==> src/rtl/pfd_pkg.sv <==
// Shared types and constants for the sampled PFD / TDC / lock detector.
// State encoding, error saturation limit and sign/direction conventions live here.
package pfd_pkg;

  typedef enum logic [1:0] {
    IDLE     = 2'd0,
    LEAD_REF = 2'd1,
    LEAD_FB  = 2'd2
  } pfd_state_e;

  // Negate flag applied to the measured magnitude: positive error means ref leads.
  localparam logic SIGN_REF_LEAD = 1'b0;
  localparam logic SIGN_FB_LEAD  = 1'b1;

  // Slip direction: which input produced the repeated edge.
  localparam logic SLIP_DIR_REF = 1'b1;
  localparam logic SLIP_DIR_FB  = 1'b0;

  function automatic int err_max(input int width);
    return (1 << (width - 1)) - 1;
  endfunction

endpackage

==> src/rtl/pfd_edge_sync.sv <==
// Multi-flop synchroniser for an asynchronous clock input followed by a
// registered rising-edge strobe (SYNC_STAGES+1 clk after the pin edge).
module pfd_edge_sync #(
  parameter int SYNC_STAGES = 2
) (
  input  logic clk,
  input  logic rst,
  input  logic d_i,
  output logic edge_o
);

  logic [SYNC_STAGES-1:0] sync_q;
  logic                   prev_q;
  logic                   edge_q;

  // NOTE: every stage is cleared by the async reset so no phantom edge appears after reset.
  always_ff @(posedge clk or posedge rst) begin
    if (rst) begin
      sync_q <= '0;
      prev_q <= 1'b0;
      edge_q <= 1'b0;
    end else begin
      // NOTE: non-blocking assignments keep the shift chain a true chain of flops.
      sync_q <= {sync_q[SYNC_STAGES-2:0], d_i};
      prev_q <= sync_q[SYNC_STAGES-1];
      edge_q <= sync_q[SYNC_STAGES-1] & ~prev_q;
    end
  end

  assign edge_o = edge_q;

endmodule

==> src/rtl/pfd_tdc_lock.sv <==
// Sampled digital PFD with signed phase-error TDC and lock detector.
// Optional cycle-slip detection is enabled by defining PFD_SLIP_DETECT_EN.
module pfd_tdc_lock
  import pfd_pkg::*;
#(
  parameter int ERR_W       = 8,
  parameter int SYNC_STAGES = 2,
  parameter int LOCK_TOL    = 2,
  parameter int LOCK_COUNT  = 16
) (
  input  logic                    clk,
  input  logic                    rst,
  input  logic                    enable,
  input  logic                    ref_in,
  input  logic                    fb_in,
  output logic                    up,
  output logic                    dn,
  output logic                    err_valid,
  output logic signed [ERR_W-1:0] err_value,
  output logic                    locked,
  output logic                    slip,
  output logic                    slip_dir
);

  localparam int                CNT_W     = ERR_W - 1;
  localparam logic [CNT_W-1:0]  CNT_MAX   = CNT_W'(err_max(ERR_W));
  localparam logic [CNT_W-1:0]  TOL       = CNT_W'(LOCK_TOL);
  localparam int                GOOD_W    = $clog2(LOCK_COUNT + 1);
  localparam logic [GOOD_W-1:0] GOOD_FULL = GOOD_W'(LOCK_COUNT);

  logic ref_e, fb_e;

  pfd_edge_sync #(.SYNC_STAGES(SYNC_STAGES)) u_ref_sync (
    .clk    (clk),
    .rst    (rst),
    .d_i    (ref_in),
    .edge_o (ref_e)
  );

  pfd_edge_sync #(.SYNC_STAGES(SYNC_STAGES)) u_fb_sync (
    .clk    (clk),
    .rst    (rst),
    .d_i    (fb_in),
    .edge_o (fb_e)
  );

  pfd_state_e               state_q, state_d;
  logic [CNT_W-1:0]         cnt_q, cnt_d, cnt_inc;
  logic [GOOD_W-1:0]        good_q, good_d;
  logic                     locked_q, locked_d;
  logic                     err_valid_q, err_valid_d;
  logic signed [ERR_W-1:0]  err_value_q, err_value_d;
  logic                     slip_q, slip_d;
  logic                     slip_dir_q, slip_dir_d;
  logic                     meas_valid, meas_neg;
  logic [CNT_W-1:0]         meas_mag;

  // The completing edge counts as one more cycle, so the magnitude is the saturated increment.
  assign cnt_inc = (cnt_q == CNT_MAX) ? CNT_MAX : cnt_q + 1'b1;

  // NOTE: every variable gets a default first so no path can infer a latch.
  always_comb begin
    state_d     = state_q;
    cnt_d       = cnt_q;
    good_d      = good_q;
    locked_d    = locked_q;
    err_valid_d = 1'b0;
    err_value_d = err_value_q;
    slip_d      = 1'b0;
    slip_dir_d  = slip_dir_q;
    meas_valid  = 1'b0;
    meas_neg    = SIGN_REF_LEAD;
    meas_mag    = '0;

    if (!enable) begin
      state_d  = IDLE;
      cnt_d    = '0;
      good_d   = '0;
      locked_d = 1'b0;
    end else begin
      unique case (state_q)
        IDLE: begin
          if (ref_e && fb_e) begin
            meas_valid = 1'b1;
          end else if (ref_e) begin
            state_d = LEAD_REF;
            cnt_d   = '0;
          end else if (fb_e) begin
            state_d = LEAD_FB;
            cnt_d   = '0;
          end
        end
        LEAD_REF: begin
          if (fb_e) begin
            meas_valid = 1'b1;
            meas_neg   = SIGN_REF_LEAD;
            meas_mag   = cnt_inc;
            state_d    = ref_e ? LEAD_REF : IDLE;
            cnt_d      = '0;
          end else if (ref_e) begin
`ifdef PFD_SLIP_DETECT_EN
            slip_d     = 1'b1;
            slip_dir_d = SLIP_DIR_REF;
            good_d     = '0;
            locked_d   = 1'b0;
            cnt_d      = '0;
`else
            cnt_d      = cnt_inc;
`endif
          end else begin
            cnt_d = cnt_inc;
          end
        end
        LEAD_FB: begin
          if (ref_e) begin
            meas_valid = 1'b1;
            meas_neg   = SIGN_FB_LEAD;
            meas_mag   = cnt_inc;
            state_d    = fb_e ? LEAD_FB : IDLE;
            cnt_d      = '0;
          end else if (fb_e) begin
`ifdef PFD_SLIP_DETECT_EN
            slip_d     = 1'b1;
            slip_dir_d = SLIP_DIR_FB;
            good_d     = '0;
            locked_d   = 1'b0;
            cnt_d      = '0;
`else
            cnt_d      = cnt_inc;
`endif
          end else begin
            cnt_d = cnt_inc;
          end
        end
        default: begin
          state_d = IDLE;
          cnt_d   = '0;
        end
      endcase

      if (meas_valid) begin
        err_valid_d = 1'b1;
        err_value_d = meas_neg ? -$signed({1'b0, meas_mag}) : $signed({1'b0, meas_mag});
        if (meas_mag <= TOL) begin
          good_d = (good_q == GOOD_FULL) ? GOOD_FULL : good_q + 1'b1;
        end else begin
          good_d = '0;
        end
        locked_d = (good_d == GOOD_FULL);
      end
    end
  end

  always_ff @(posedge clk or posedge rst) begin
    if (rst) begin
      state_q     <= IDLE;
      cnt_q       <= '0;
      good_q      <= '0;
      locked_q    <= 1'b0;
      err_valid_q <= 1'b0;
      err_value_q <= '0;
      slip_q      <= 1'b0;
      slip_dir_q  <= 1'b0;
    end else begin
      state_q     <= state_d;
      cnt_q       <= cnt_d;
      good_q      <= good_d;
      locked_q    <= locked_d;
      err_valid_q <= err_valid_d;
      err_value_q <= err_value_d;
      slip_q      <= slip_d;
      slip_dir_q  <= slip_dir_d;
    end
  end

  assign up        = (state_q == LEAD_REF);
  assign dn        = (state_q == LEAD_FB);
  assign err_valid = err_valid_q;
  assign err_value = err_value_q;
  assign locked    = locked_q;
  assign slip      = slip_q;
  assign slip_dir  = slip_dir_q;

endmodule

==> config.mk <==
export PLATFORM = sky130hd
export DESIGN_NAME = pfd_tdc_lock
export DESIGN_NICKNAME = d
export VERILOG_FILES = /design/src/rtl/pfd_pkg.sv /design/src/rtl/pfd_edge_sync.sv /design/src/rtl/pfd_tdc_lock.sv
export SDC_FILE = /design/constraint.sdc
export NUM_CORES = 1
export LEC_CHECK = 0
export ABC_CLOCK_PERIOD_IN_PS = 6900
export CORE_ASPECT_RATIO = 0.9
export CORE_MARGIN = 2
export CORE_UTILIZATION = 55
export CTS_CLUSTER_DIAMETER = 100
export CTS_CLUSTER_SIZE = 20
export DETAILED_ROUTE_END_ITERATION = 10
export PLACE_DENSITY = 0.82
export RECOVER_POWER = 25
export SLEW_MARGIN = 20
export SYNTH_ARGS = -nofsm -noshare
export SYNTH_HDL_FRONTEND = slang
export SYNTH_SLANG_ARGS = --single-unit
==> constraint.sdc <==
create_clock -name clk -period 6.9 [get_ports clk]
set_input_delay 1.035 -clock clk [delete_from_list [all_inputs] [get_ports clk]]
set_output_delay 1.035 -clock clk [all_outputs]
set_load 0.02 [all_outputs]
Word level (Yosys, flattened, before mapping). Index checks and enable logic that the tools add are counted.

Bits in registers: 32. Output and inout bits: 14. Logic and storage cells: 74.

Multiplexer cells: 39. Add/subtract/negate cells: 3. Bitwise operators: 4. Order comparisons: 1. Equality and inequality tests: 10. Reductions and logical operators: 5.

Operators with widths (count): 2-to-1 mux 7 bit (10); 2-to-1 mux 5 bit (6); case mux 7 bit (3 select lines) (1); 2-to-1 mux 2 bit (7); case mux 7 bit (2 select lines) (1); 2-to-1 mux 1 bit (11); equality test 5 bit, second input constant (2); 2-to-1 mux 8 bit (1); negator 7 -> 8 bit (1); adder 7 x 1 -> 7 bit, second input constant (1); equality test 7 bit, second input constant (1); less-or-equal comparator 7 x 2 -> 1 bit, second input constant (1); != test 3 x 2 -> 1 bit, second input constant (2); case mux 2 bit (3 select lines) (1); adder 5 x 1 -> 5 bit, second input constant (1); != test 4 x 2 -> 1 bit, second input constant (1); AND reduction 2 bit (2); AND reduction 4 bit (1); != test 3 bit, second input constant (1); case mux 1 bit (3 select lines) (1); AND 1 bit (2); equality test 2 x 1 -> 1 bit, second input constant (1); equality test 2 bit, second input constant (1); logical NOT 2 bit (1); other kinds (3) (4).

Depth between registers and ports, before layout.
Depth in word-level cells: 12. Mapped depth: 11. Mapped depth without buffers: 11.

By module. Synthesis repeated with hierarchy kept, for this count alone.

Cell total of the unflattened synthesis: 222. Area total of the unflattened synthesis: 2003.2 sq um.

Modules (own cells, without submodules): pfd_tdc_lock (times used 1, cells an instance 210, sequential area each 600.6 sq um, area an instance 1767.9 sq um); pfd_edge_sync (times used 2, cells an instance 6, sequential area each 100.1 sq um, area an instance 117.6 sq um).

Worst setup path before layout. OpenSTA, ideal clock, no wires.

Path type: flip-flop to flip-flop. Start point: register state_q[0]. End point: register locked_q (netlist: locked). Cell stages (with the launch flop): 12. Clock period less this slack: 2.651 ns. Library setup time: 0.104 ns. Data arrival time: 2.547 ns. Data required time: 6.796 ns. Setup slack: 4.249 ns. Path through: dfrtp_1 -> inv_1 -> ha_1 -> a22oi_1 -> nor2_1 -> o21ai_0 -> inv_1 -> ha_1 -> inv_1 -> a221oi_4 -> a31oi_4 -> o41ai_2.

Cells in the longest elaborated chain, start to end: 10. Elaborated cells on any way between the ends: 15.

Ends and longest elaborated chain: from (decl) (line pfd_tdc_lock.sv:47) `pfd_state_e state_q, state_d;`; from (signal assigned) (line pfd_tdc_lock.sv:165) `state_q <= state_d;`; equality test 2 bit *; named net dn (line pfd_tdc_lock.sv:17) `output logic dn,`; case mux 7 bit (2 select lines) (line pfd_tdc_lock.sv:81) `unique case (state_q)`; 2-to-1 mux 7 bit (line pfd_tdc_lock.sv:75) `if (!enable) begin`; less-or-equal comparator 7 x 2 -> 1 bit (line pfd_tdc_lock.sv:144) `if (meas_mag <= TOL) begin`; 2-to-1 mux 5 bit (line pfd_tdc_lock.sv:144); 2-to-1 mux 5 bit (line pfd_tdc_lock.sv:141) `if (meas_valid) begin`; 2-to-1 mux 5 bit (line pfd_tdc_lock.sv:75); equality test 5 bit (line pfd_tdc_lock.sv:149) `locked_d = (good_d == GOOD_FULL);`; 2-to-1 mux 1 bit (line pfd_tdc_lock.sv:141); 2-to-1 mux 1 bit (line pfd_tdc_lock.sv:75); to (signal assigned) (line pfd_tdc_lock.sv:168) `locked_q <= locked_d;`; to (decl) (line pfd_tdc_lock.sv:50) `logic locked_q, locked_d;`.

The timed path passes the listed nets; every way through them passes the cells marked *. The select of a mux whose other input is x is not followed. A chain may end at the register's enable or synchronous reset.

Worst setup path in the final report.
Start point: register state_q[0]. End point: register locked_q (netlist: locked).

Cells in the longest elaborated chain, start to end: 10. Elaborated cells on any way between the ends: 15.

Ends and longest elaborated chain (line): equality test 2 bit or equality test 2 x 1 -> 1 bit (tied branches) (pfd_tdc_lock.sv:81); case mux 7 bit (2 select lines) (pfd_tdc_lock.sv:81); 2-to-1 mux 7 bit (pfd_tdc_lock.sv:75); less-or-equal comparator 7 x 2 -> 1 bit (pfd_tdc_lock.sv:144); 2-to-1 mux 5 bit (pfd_tdc_lock.sv:144); 2-to-1 mux 5 bit (pfd_tdc_lock.sv:141); 2-to-1 mux 5 bit (pfd_tdc_lock.sv:75); equality test 5 bit (pfd_tdc_lock.sv:149); 2-to-1 mux 1 bit (pfd_tdc_lock.sv:141); 2-to-1 mux 1 bit (pfd_tdc_lock.sv:75).

Parallel ways exist; a longest one is shown, timed or not. The select of a mux whose other input is x is not followed.

==> impl_metrics.env <==
export IMPL_gp_congestion=0.912
export IMPL_post_route_min_period_ps=3030
export IMPL_rsz0062_at_grt="no"
export IMPL_ctsHoldBuffers=0
export IMPL_ys_ff_latch=32
export IMPL_p_per_area_mw_per_mm2=279
export IMPL_synth_area_leaders="dfrtp_1 (42%), ha_1 (5.9%), o21ai_0 (5.5%)"
export IMPL_yosys_area_share_xor_xnor=0.0322
export IMPL_setup_viol=0
export IMPL_drt_wl_total_mm=4.14
export IMPL_multi_input_comb_area_mm2=0.00100
export IMPL_finalSetupTns_ps=0
export IMPL_regArea_um2=801
export IMPL_grt_pass1_vias=1481
export IMPL_yosysTopAreaCell="dfrtp_1"
export IMPL_die_width_um=66.0
export IMPL_start_util=0.568
export IMPL_viasPerCell=5.85
export IMPL_clockBufferDepth=2
export IMPL_worstPathCellList="inv_1 > ha_1 > a22oi_1 > nor2_1 > o21ai_0 > inv_1 > ha_1 > inv_1 > a221oi_4 > a31oi_4 > o41ai_2"
export IMPL_clkTransAtPathRegs_ps=70
export IMPL_cts_resized=0
export IMPL_syn_cell_area_mm2=0.00191
export IMPL_core_area_mm2=0.00335
export IMPL_detailed_place_hpwl_mm=2.95
export IMPL_pin_count=19
export IMPL_num_rows=20
export IMPL_globalRouteOverflowTotal=0
export IMPL_ir_drop_mv=0.172
export IMPL_setup_worst_path_end_class="register"
export IMPL_cap_violations=1
export IMPL_critPathMaxFanout=9
export IMPL_routedWlPerCell_um=15.7
export IMPL_crit_arrival_ps=3210
export IMPL_worstSetupPathType="reg -> reg"
export IMPL_cts_buffers=5
export IMPL_hp_start="u_fb_sync.sync_q[0]$_DFF_PP0_"
export IMPL_synth_cells=201
export IMPL_synth_simple_area_share=0.186
export IMPL_ant_nets=0
export IMPL_grt_max_degree=33
export IMPL_grt_pass1_wl_mm=6.99
export IMPL_whs_ps=347
export IMPL_port_buffers=16
export IMPL_status="finished with violations"
export IMPL_grt_usage=0.241
export IMPL_vias=1539
export IMPL_htreeDepth=2
export IMPL_synth_compound_area_share=0.241
export IMPL_synth_edff_count=0
export IMPL_die_h_um=59.8
export IMPL_fin_crit_sh=0.438
export IMPL_clock_fmax_ghz=0.331
export IMPL_critPathLaunch="state_q[0]$_DFFE_PP0P_"
export IMPL_layout_drive_gt1_share=0.0959
export IMPL_hold_viol_final=0
export IMPL_syn_avg_cell_area_um2=9.48
export IMPL_yosysUniqueCellTypes=49
export IMPL_crit_slowest_cell="nor2_1"
export IMPL_n_antenna_cell=0
export IMPL_slowest_delay_ps=450
export IMPL_p_leak_nw=0.943
export IMPL_dr_pass1_iters=4
export IMPL_nets=232
export IMPL_worstSkewPairLatency_ps=290
export IMPL_hold_path_class="reg -> reg"
export IMPL_cts_root_buffer="clkbuf_8"
export IMPL_worst_pin_slew_ps=1640
export IMPL_timing_rr_start="state_q[0]$_DFFE_PP0P_"
export IMPL_clkSinkCount=32
export IMPL_drv_slew=33
export IMPL_synth_warnings=0
export IMPL_crit_top_cell="inv_1"
export IMPL_dieArea_mm2=0.00395
export IMPL_fillers=279
export IMPL_fin_worst_skew_ps=9.22
export IMPL_slew_limit_headroom=-0.0934
export IMPL_async_flop_share=1.00
export IMPL_startpoint_type="register"
export IMPL_ys_flop_type="dfrtp_1"
export IMPL_synth_top_family_by_area="compound AO/OA/AOI/OAI gates"
export IMPL_synth_top_area_share=0.420
export IMPL_dr_first_iter_drc_count=134
export IMPL_synth_mux_area_frac=0.00525
export IMPL_postCtsSetupRepairBufs=0
export IMPL_areaGrowthSynthToFinish_pct=14.6
export IMPL_cts_tree="done"
export IMPL_remaining_drc_errors=0
export IMPL_antenna_found_initial=0
export IMPL_synth_fa_ha_area_frac=0.0591
export IMPL_yosysSeqAreaShare=0.420
export IMPL_violations="max-capacitance violations, max-slew violations"
export IMPL_worstPathRequired_ps=7090
## area by class of cell
cell class / instances / share of cell area
clock buffer: 6 / 0.0332
clock inverter: 2 / 0.0160
inverter: 14 / 0.0241
multi-input combinational: 148 / 0.460
sequential: 32 / 0.367
tap: 44 / 0.0252
timing repair buffer: 17 / 0.0750
## Yosys cell counts, types with 3 or more instances
library cell / number
a41oi_1: 3
nor2b_1: 4
nand3_1: 9
o21ai_0: 21
buf_4: 3
a22o_1: 3
nand2b_1: 4
nand2_1: 22
dfrtp_1: 32
xnor2_1: 5
a21oi_1: 7
ha_1: 9
o31ai_1: 6
a31oi_1: 3
nor2_1: 12
inv_1: 14
## report_power, final
| group | total, mW | switching, mW | leakage (nW) | internal, mW |
|---|---|---|---|---|
| Clock | 0.176 | 0.0690 | 0.0552 | 0.107 |
| Combinational | 0.195 | 0.116 | 0.466 | 0.0788 |
| Sequential | 0.238 | 0.0223 | 0.422 | 0.216 |
| Total | 0.609 | 0.207 | 0.943 | 0.402 |
## critical path: cells and delay by family, from the launching register on
| kind | cells | cell delay, ps |
|---|---|---|
| and+or+nand+nor | 1 | 450 |
| DFF | 1 | 410 |
| AOI/OAI and AO/OA | 5 | 1310 |
| buffers and inverters | 3 | 290 |
| adders and majority gates | 2 | 470 |
## layer usage
metal  GRT usage  part of all wire  vias up  wire length (um)
met5           0                 0        -                 0
met4      0.0962             0.016        0                67
met3      0.0452             0.037        7               153
met2       0.413              0.48       35              1980
met1       0.305              0.47      744              1940
li1            -                 -      753                 -
## cell families (layout without fill, tap and decap cells)
logic type / Yosys count / after routing
compound gates: 63 / 63
xor+xnor: 7 / 7
fa+ha+maj: 9 / 9
buf+inv: 22 / 39
flops: 32 / 32
mux: 1 / 1
other cells: 1 / 2
simple gates: 66 / 66
## final timing paths
check	endpoint	slack (ps)	depth (start not counted)
setup / recovery	locked$_DFFE_PP0P_	3870	11
hold / removal	u_fb_sync.sync_q[1]$_DFF_PP0_	350	0
min in group asynchronous	good_q[2]$_DFFE_PP0P_	1750	3
max in group asynchronous	cnt_q[2]$_DFFE_PP0P_	4190	3
setup reg to reg	locked$_DFFE_PP0P_	3870	11
hold reg to reg	u_fb_sync.sync_q[1]$_DFF_PP0_	350	0
## state kept, by name (all words and copies together), names as in the netlist
name	cells
err_valid	1
u_ref_sync.sync_q	2
u_ref_sync.edge_o	1
u_fb_sync.edge_o	1
u_ref_sync.prev_q	1
state_q	2
u_fb_sync.sync_q	2
err_value	8
good_q	5
cnt_q	7
locked	1
u_fb_sync.prev_q	1
## through the flow
stage / cell area (um2) / utilization / instances / setup slack, ps / power, mW
after floorplan: 1910 / - / 202 / 4250 / 0.359
after global placement: 2080 / 0.621 / 255 / 4120 / 0.428
after detailed placement: 2080 / 0.621 / 255 / 4020 / 0.433
after CTS: 2190 / 0.653 / 263 / 3920 / 0.610
after global routing: 2180 / 0.651 / 263 / 3540 / 0.638
final: 2180 / 0.651 / 263 / 3870 / 0.609
## placed cells by master (no fill, tap or decap), types with 6 or more instances in the layout
cell type,Yosys,layout
dfrtp_1,32,32
nand2_1,22,22
o21ai_0,21,21
inv_1,14,14
clkdlybuf4s50_1,0,13
nor2_1,12,12
nand3_1,9,9
ha_1,9,9
a21oi_1,7,7
o31ai_1,6,6
(Power assumes the default switching activity.)
